File: config.mk
export PLATFORM = sky130hd
export DESIGN_NAME = dmem_arbiter
export DESIGN_NICKNAME = d
export VERILOG_FILES = /design/src/rtl/dmem_arb_pkg.sv /design/src/rtl/dmem_arbiter_rr_pick2.sv /design/src/rtl/dmem_arbiter.sv
export SDC_FILE = /design/constraint.sdc
export NUM_CORES = 1
export LEC_CHECK = 0
export ABC_AREA = 1
export CAP_MARGIN = 20
export CORE_MARGIN = 5
export CORE_UTILIZATION = 31
export CTS_CLUSTER_DIAMETER = 100
export DETAILED_ROUTE_END_ITERATION = 10
export PLACE_DENSITY_LB_ADDON = 0.25
export SLEW_MARGIN = 10
export SYNTH_ARGS = -nofsm -noshare
export SYNTH_HDL_FRONTEND = slang
export SYNTH_SLANG_ARGS = --single-unit
File: constraint.sdc
create_clock -name clk -period 1.5 [get_ports clk]
set_clock_uncertainty 0.2 [all_clocks]
set_input_delay 0.375 -clock clk [delete_from_list [all_inputs] [get_ports clk]]
set_output_delay 0.375 -clock clk [all_outputs]
set_load 0.03 [all_outputs]
File: src/rtl/dmem_arb_pkg.sv
// Shared types and constants for the data-memory arbiter slice.
// Holds the FSM state encoding, the requester port ids and the default widths.
package dmem_arb_pkg;

  typedef enum logic [1:0] {
    IDLE   = 2'd0,
    ACCESS = 2'd1,
    RESP   = 2'd2
  } state_t;

  localparam logic PORT_CPU = 1'b0;
  localparam logic PORT_DMA = 1'b1;

  localparam int ADDR_W_DEF = 5;
  localparam int DATA_W_DEF = 32;

endpackage

File: src/rtl/dmem_arbiter_rr_pick2.sv
// Combinational two-way round-robin selector.
// A lone requester wins outright; on a tie the port that was not granted last wins.
module rr_pick2 (
  input  logic req0,
  input  logic req1,
  input  logic last_gnt,
  output logic valid,
  output logic winner
);

  // NOTE: every output gets a value on every path of an always_comb, otherwise a latch is inferred.
  always_comb begin
    valid  = req0 | req1;
    winner = (req0 && req1) ? ~last_gnt : req1;
  end

endmodule

File: src/rtl/dmem_arbiter.sv
// Round-robin arbiter sharing one 32-byte data memory between the CPU and DMA ports.
// Each grant runs IDLE/RESP -> ACCESS -> RESP; one word access per two cycles when busy.
module dmem_arbiter
  import dmem_arb_pkg::*;
#(
  parameter int ADDR_W = ADDR_W_DEF,
  parameter int DATA_W = DATA_W_DEF
) (
  input  logic              clk,
  input  logic              rst_n,
  input  logic              req0,
  input  logic              req1,
  input  logic              we0,
  input  logic              we1,
  input  logic [ADDR_W-1:0] addr0,
  input  logic [ADDR_W-1:0] addr1,
  input  logic [DATA_W-1:0] wdata0,
  input  logic [DATA_W-1:0] wdata1,
  output logic              gnt0,
  output logic              gnt1,
  output logic              done0,
  output logic              done1,
  output logic [DATA_W-1:0] rdata,
  output logic              err,
  output logic              mem_en,
  output logic              mem_we,
  output logic [ADDR_W-1:0] mem_addr,
  output logic [DATA_W-1:0] mem_wdata,
  input  logic [DATA_W-1:0] mem_rdata
);

  state_t            state;
  logic              last_gnt;
  logic              port;
  logic              lat_we;
  logic              lat_mis;

  logic              pick_valid;
  logic              pick_winner;
  logic              sel_we;
  logic [ADDR_W-1:0] sel_addr;
  logic [DATA_W-1:0] sel_wdata;
  logic              sel_aligned;

  rr_pick2 u_pick (
    .req0     (req0),
    .req1     (req1),
    .last_gnt (last_gnt),
    .valid    (pick_valid),
    .winner   (pick_winner)
  );

  always_comb begin
    sel_we      = (pick_winner == PORT_DMA) ? we1    : we0;
    sel_addr    = (pick_winner == PORT_DMA) ? addr1  : addr0;
    sel_wdata   = (pick_winner == PORT_DMA) ? wdata1 : wdata0;
    sel_aligned = (sel_addr[1:0] == 2'b00);
  end

  // NOTE: sequential state uses non-blocking assignments so every register samples pre-edge values.
  // NOTE: the async reset clears every control register, so mem_en falls the instant rst_n drops.
  always_ff @(posedge clk or negedge rst_n) begin
    if (!rst_n) begin
      state     <= IDLE;
      last_gnt  <= PORT_DMA;
      port      <= PORT_CPU;
      lat_we    <= 1'b0;
      lat_mis   <= 1'b0;
      gnt0      <= 1'b0;
      gnt1      <= 1'b0;
      done0     <= 1'b0;
      done1     <= 1'b0;
      err       <= 1'b0;
      mem_en    <= 1'b0;
      mem_we    <= 1'b0;
      mem_addr  <= '0;
      mem_wdata <= '0;
    end else begin
      // Pulse outputs default low; the state case raises them for exactly one cycle.
      gnt0   <= 1'b0;
      gnt1   <= 1'b0;
      done0  <= 1'b0;
      done1  <= 1'b0;
      err    <= 1'b0;
      mem_en <= 1'b0;
      mem_we <= 1'b0;
      case (state)
        IDLE, RESP: begin
          if (pick_valid) begin
            state     <= ACCESS;
            last_gnt  <= pick_winner;
            port      <= pick_winner;
            lat_we    <= sel_we;
            lat_mis   <= ~sel_aligned;
            gnt0      <= (pick_winner == PORT_CPU);
            gnt1      <= (pick_winner == PORT_DMA);
            mem_en    <= sel_aligned;
            mem_we    <= sel_we & sel_aligned;
            mem_addr  <= {sel_addr[ADDR_W-1:2], 2'b00};
            mem_wdata <= sel_wdata;
          end else begin
            state <= IDLE;
          end
        end
        ACCESS: begin
          state <= RESP;
          done0 <= (port == PORT_CPU);
          done1 <= (port == PORT_DMA);
          err   <= lat_mis;
        end
        default: state <= IDLE;
      endcase
    end
  end

  // Memory read data is only valid in RESP of an aligned read; otherwise return zero.
  always_comb begin
    rdata = '0;
    if (state == RESP && !lat_we && !lat_mis) rdata = mem_rdata;
  end

endmodule

## Word level (Yosys, flattened, before mapping)

Cells that the tools add are included.

- Output and inout port bits: 76
- Logic and storage cells: 49
- Bits of input ports: 112
- Register bits: 48

- Bitwise logic cells: 6
- Reduce and logical (&&, ||, !) cells: 9
- Muxes and demuxes: 18
- Equal/unequal tests: 2

Operator list:

| kind | count |
|---|---|
| $mux 32 | 2 |
| $mux 1 | 14 |
| $mux 5 | 1 |
| $logic_not 2->1 | 2 |
| $not 1->1 | 4 |
| $pmux 2 s2 | 1 |
| $logic_and 1x1->1 | 3 |
| $eq 2x1->1 const B | 1 |
| $eq 2x2->1 const B | 1 |
| $logic_not 1->1 | 2 |
| $reduce_and 2->1 | 1 |
| $reduce_or 2->1 | 1 |
| $and 1x1->1 | 1 |
| $or 1x1->1 | 1 |

## Longest topological paths before layout

- Depth after elaboration: 7
- Depth in mapped cells: 7
- Gate-level depth less buffers: 6

## By module

Synthesis repeated with hierarchy kept, for this count alone.

- Cell total of the unflattened synthesis: 384
- Area, all modules: 2577.5 um^2

By module, submodules not included:

| module | seq. area each (um^2) | instances | cells each | area an instance (um^2) |
|---|---|---|---|---|
| dmem_arbiter | 1202.4 | 1 | 381 | 2562.5 |
| rr_pick2 | 0.0 | 1 | 3 | 15.0 |

## Least setup slack after synthesis

Ideal clock, no wire load.

- Kind: register to output
- From: reg state[0]
- To: out rdata[10]
- Setup slack: -0.316 ns
- Stages on the path, launching flop included: 5
- Path buffers: 1
- Required time: 0.925 ns
- Arrival time: 1.241 ns
- Path through: dfrtp_1 -> inv_1 -> nand3_1 -> clkbuf_1 -> nor2_1

- Cells in the longest elaborated chain, start to end: 4

Ends and longest elaborated chain:

| element | RTL line | RTL |
|---|---|---|
| start, declared | dmem_arbiter.sv:32 | `state_t state;` |
| start signal, assigned | dmem_arbiter.sv:64 | `state <= IDLE;` |
| start signal, assigned | dmem_arbiter.sv:90 | `state <= ACCESS;` |
| start signal, assigned | dmem_arbiter.sv:102 | `state <= IDLE;` |
| $eq 2x2->1 | dmem_arbiter.sv:119 | `if (state == RESP && !lat_we && !lat_mis) rdata = mem_rdata;` |
| $logic_and 1x1->1 (2 in series) | dmem_arbiter.sv:119 |  |
| $mux 32 | dmem_arbiter.sv:119 |  |
| end, declared | dmem_arbiter.sv:23 | `output logic [DATA_W-1:0] rdata,` |

Every way passes these cells.

## Final worst setup path

- From: reg lat_mis
- To: out rdata[29]

- Cells in the longest elaborated chain, start to end: 3

Ends and longest elaborated chain:

| element | RTL line | RTL |
|---|---|---|
| start, declared | dmem_arbiter.sv:36 | `logic lat_mis;` |
| start signal, assigned | dmem_arbiter.sv:94 | `lat_mis <= ~sel_aligned;` |
| $logic_not 1->1 | dmem_arbiter.sv:119 |  |
| $logic_and 1x1->1 | dmem_arbiter.sv:119 |  |
| $mux 32 | dmem_arbiter.sv:119 |  |

Every way passes these cells.

==> results.ini <==
[status]
outcome=finished, violations left
failed_checks=negative setup slack

[worst_setup_path]
critPathLaunchType=flip-flop
cpPeakStageDelay_ns=0.40
path_cells=nor2_2 -> nand3_4 -> bufbuf_16 -> nor2_4 -> buf_6
cp_max_fo=7
arrival_ns=1.50
worstPathRequired_ns=0.92
worstSetupPathType=reg -> out
critical_path.endpoint_type=primary output
slowest_stage=dfrtp_1

[clock_network]
cts_tree=built
clkLatencyLatePin_ns=0.30
cts_buffers=5
cts_buffer_depth=2
clk_pin_slew_worst_paths_ns=0.09
cts_max_level=2
cts.sink_count=48
root_buffer=clkbuf_8

[final_layout]
area_delta_synth_final_pct=138
largest_reg_flops=32
fin_area_sq_mm=0.00596
insertedDiodeCount=0
regMostFlops=mem_wdata
finalNetCount=707
layout-drive-gt1-share_pct=41.9
layoutNonFillerInstCount=698
largestRegisters=mem_wdata (32), mem_addr (3), state (2)

[drt]
wire_per_inst_um=16.1
routed_via_density=4.53
drtPass1Iterations=4
drt_wl_total_mm=11.2
drt_iter0_drc=101
drc=0
drtAntennaViolNets=0
vias=3162

[job]
drv_cap=0

[yosys]
synth-simple-area-share_pct=31.8
synth_top_area_cell=dfrtp_1
synth_mux_area_share_pct=0
synth_edf_count=0
ys_seq_area_share_pct=48.0
syn_area_sq_mm=0.00250
syn_area_per_cell_sq_um=6.88
synth_top_family_by_area=simple AND/OR/NAND/NOR gates
synthAdderAreaFrac_pct=0
synthXorXnorAreaFrac_pct=0
synthArstFlopShare_pct=100
synth.most_common_cell=nand2_1
synth-compound-area-share_pct=5.40
synth_area_leaders=dfrtp_1, nand2_1, nor2_1, inv_1, o21ai_0
synth_top_area_share_pct=47.0
ys_ff_latch=48
synth.distinct_cells=18
ys.flop_type=dfrtp_1
yosys_warnings=0
yosys-top-cells-count=nand2_1, nor2_1, inv_1
netlist_instances=364

[die]
dieHeight_um=99.9
die-width_um=99.9
coreArea_sq_mm=0.00781
io_pins=188
start_util_pct=32.1
rows=32
dieArea_sq_mm=0.00997

[placement]
dpl.cell_count=648
place_area_sq_mm=0.00464
place_hpwl_mm=6.90
routabilityCongestion=0.740
io_buffers=185

[sta]
period_needed_ns=2.07
max_freq_mhz=483
setup_slack_ns=-0.572
fin_crit_sh_pct=138
slew_violations=0
hold_viol_final=0
setup_viol=73
hold_slack_ns=0.261
finalSetupTns_ns=-21.46
rsz0062_at_grt=yes

[power]
vdd_drop_max_mv=0.552
total_power_w=0.00554
p_leak_nw=2.98
power_density_mw_per_mm2=929

[grt]
grt_pass1_wl_mm=16.9
grt_pass1_vias=3301
grt_antenna_before_repair=0
grt_usage_pct=21.4
grt_max_degree=49
grt_overflow=0

[hold_path]
holdCritPathClass=reg -> reg

cell families after synthesis:
kind of cell           Yosys count
AOI/OAI and AO/OA               27
buffers and inverters           88
DFF                             48
other                            1
and+or+nand+nor                200
stage by stage:
stage               setup slack (ns)  util (%)
detailed placement            -0.629      59.4
global placement              -0.580      59.4
floorplan                     -0.134         -
finish                        -0.572      76.4
global route                  -0.648      76.4
CTS                           -0.559      73.2
final cells by class:
type | instances | area [sq um]
tap | 102 | 128
multi-input combinational | 229 | 1570
clock inverter | 3 | 46.3
sequential | 48 | 1200
fill | 528 | 1840
inverter | 68 | 272
clock buffer | 5 | 68.8
timing repair buffer | 243 | 2680
cell usage in the layout, fill, tap and decap left out:
cell,n
a21oi_2,1
buf_12,10
buf_16,9
buf_2,1
buf_4,56
buf_6,50
buf_8,3
bufbuf_16,1
bufinv_16,1
clkbuf_16,2
clkbuf_8,5
clkdlybuf4s50_1,108
clkinvlp_4,1
conb_1,2
dfrtp_1,47
dfstp_2,1
dlygate4sd2_1,1
dlygate4sd3_1,1
dlymetal6s2s_1,1
inv_1,66
inv_16,1
inv_2,1
inv_6,1
nand2_1,67
nand2_2,17
nand2_4,20
nand2_8,1
nand3_1,10
nand3_2,12
nand3_4,3
nand3b_1,1
nor2_1,24
nor2_2,7
nor2_4,38
o21ai_1,18
o21ai_2,8
final timing paths:
path | from | to | slack (ns) | cells past startpoint
worst max-delay path | lat_mis | rdata[29] | -0.57 | 5
worst min-delay path | port | done0 | 0.26 | 1
worst max register to register | last_gnt | mem_wdata[10] | -0.23 | 9
worst min register to register | port | done0 | 0.26 | 1
max in group asynchronous | rst_n | last_gnt | 0.44 | 3
min in group asynchronous | rst_n | mem_wdata[19] | 0.37 | 3
power breakdown:
part           total, W  switching [W]  internal (W)
clock network  0.000971       0.000468      0.000503
registers       0.00174       0.000182       0.00156
logic           0.00283        0.00146       0.00137
total           0.00554        0.00211       0.00343
critical path: cells and delay by family, from the launching register on:
kind | cells | cell delay [ns]
buffers and inverters | 2 | 0.44
DFF | 1 | 0.40
and+or+nand+nor | 3 | 0.36
per-layer routing:
metal / up-vias / global-route usage (%) / routed length (um)
li1: 1525 / - / -
met1: 1457 / 23.9 / 3980
met2: 156 / 39.4 / 6030
met3: 24 / 5.42 / 908
met4: 0 / 7.56 / 310
met5: - / 0 / 0
repair_timing:
action / 4_1_cts / 5_1_grt
resized for setup: 148 / 67
hold buffers: 1 / 0
setup buffers: 23 / 20
pin swaps: 23 / 26
hold endpoints to repair: 47 / 0
setup endpoints to repair: 75 / 89
cloned: 12 / 2
Note: power is estimated with default switching activity, not from simulation.
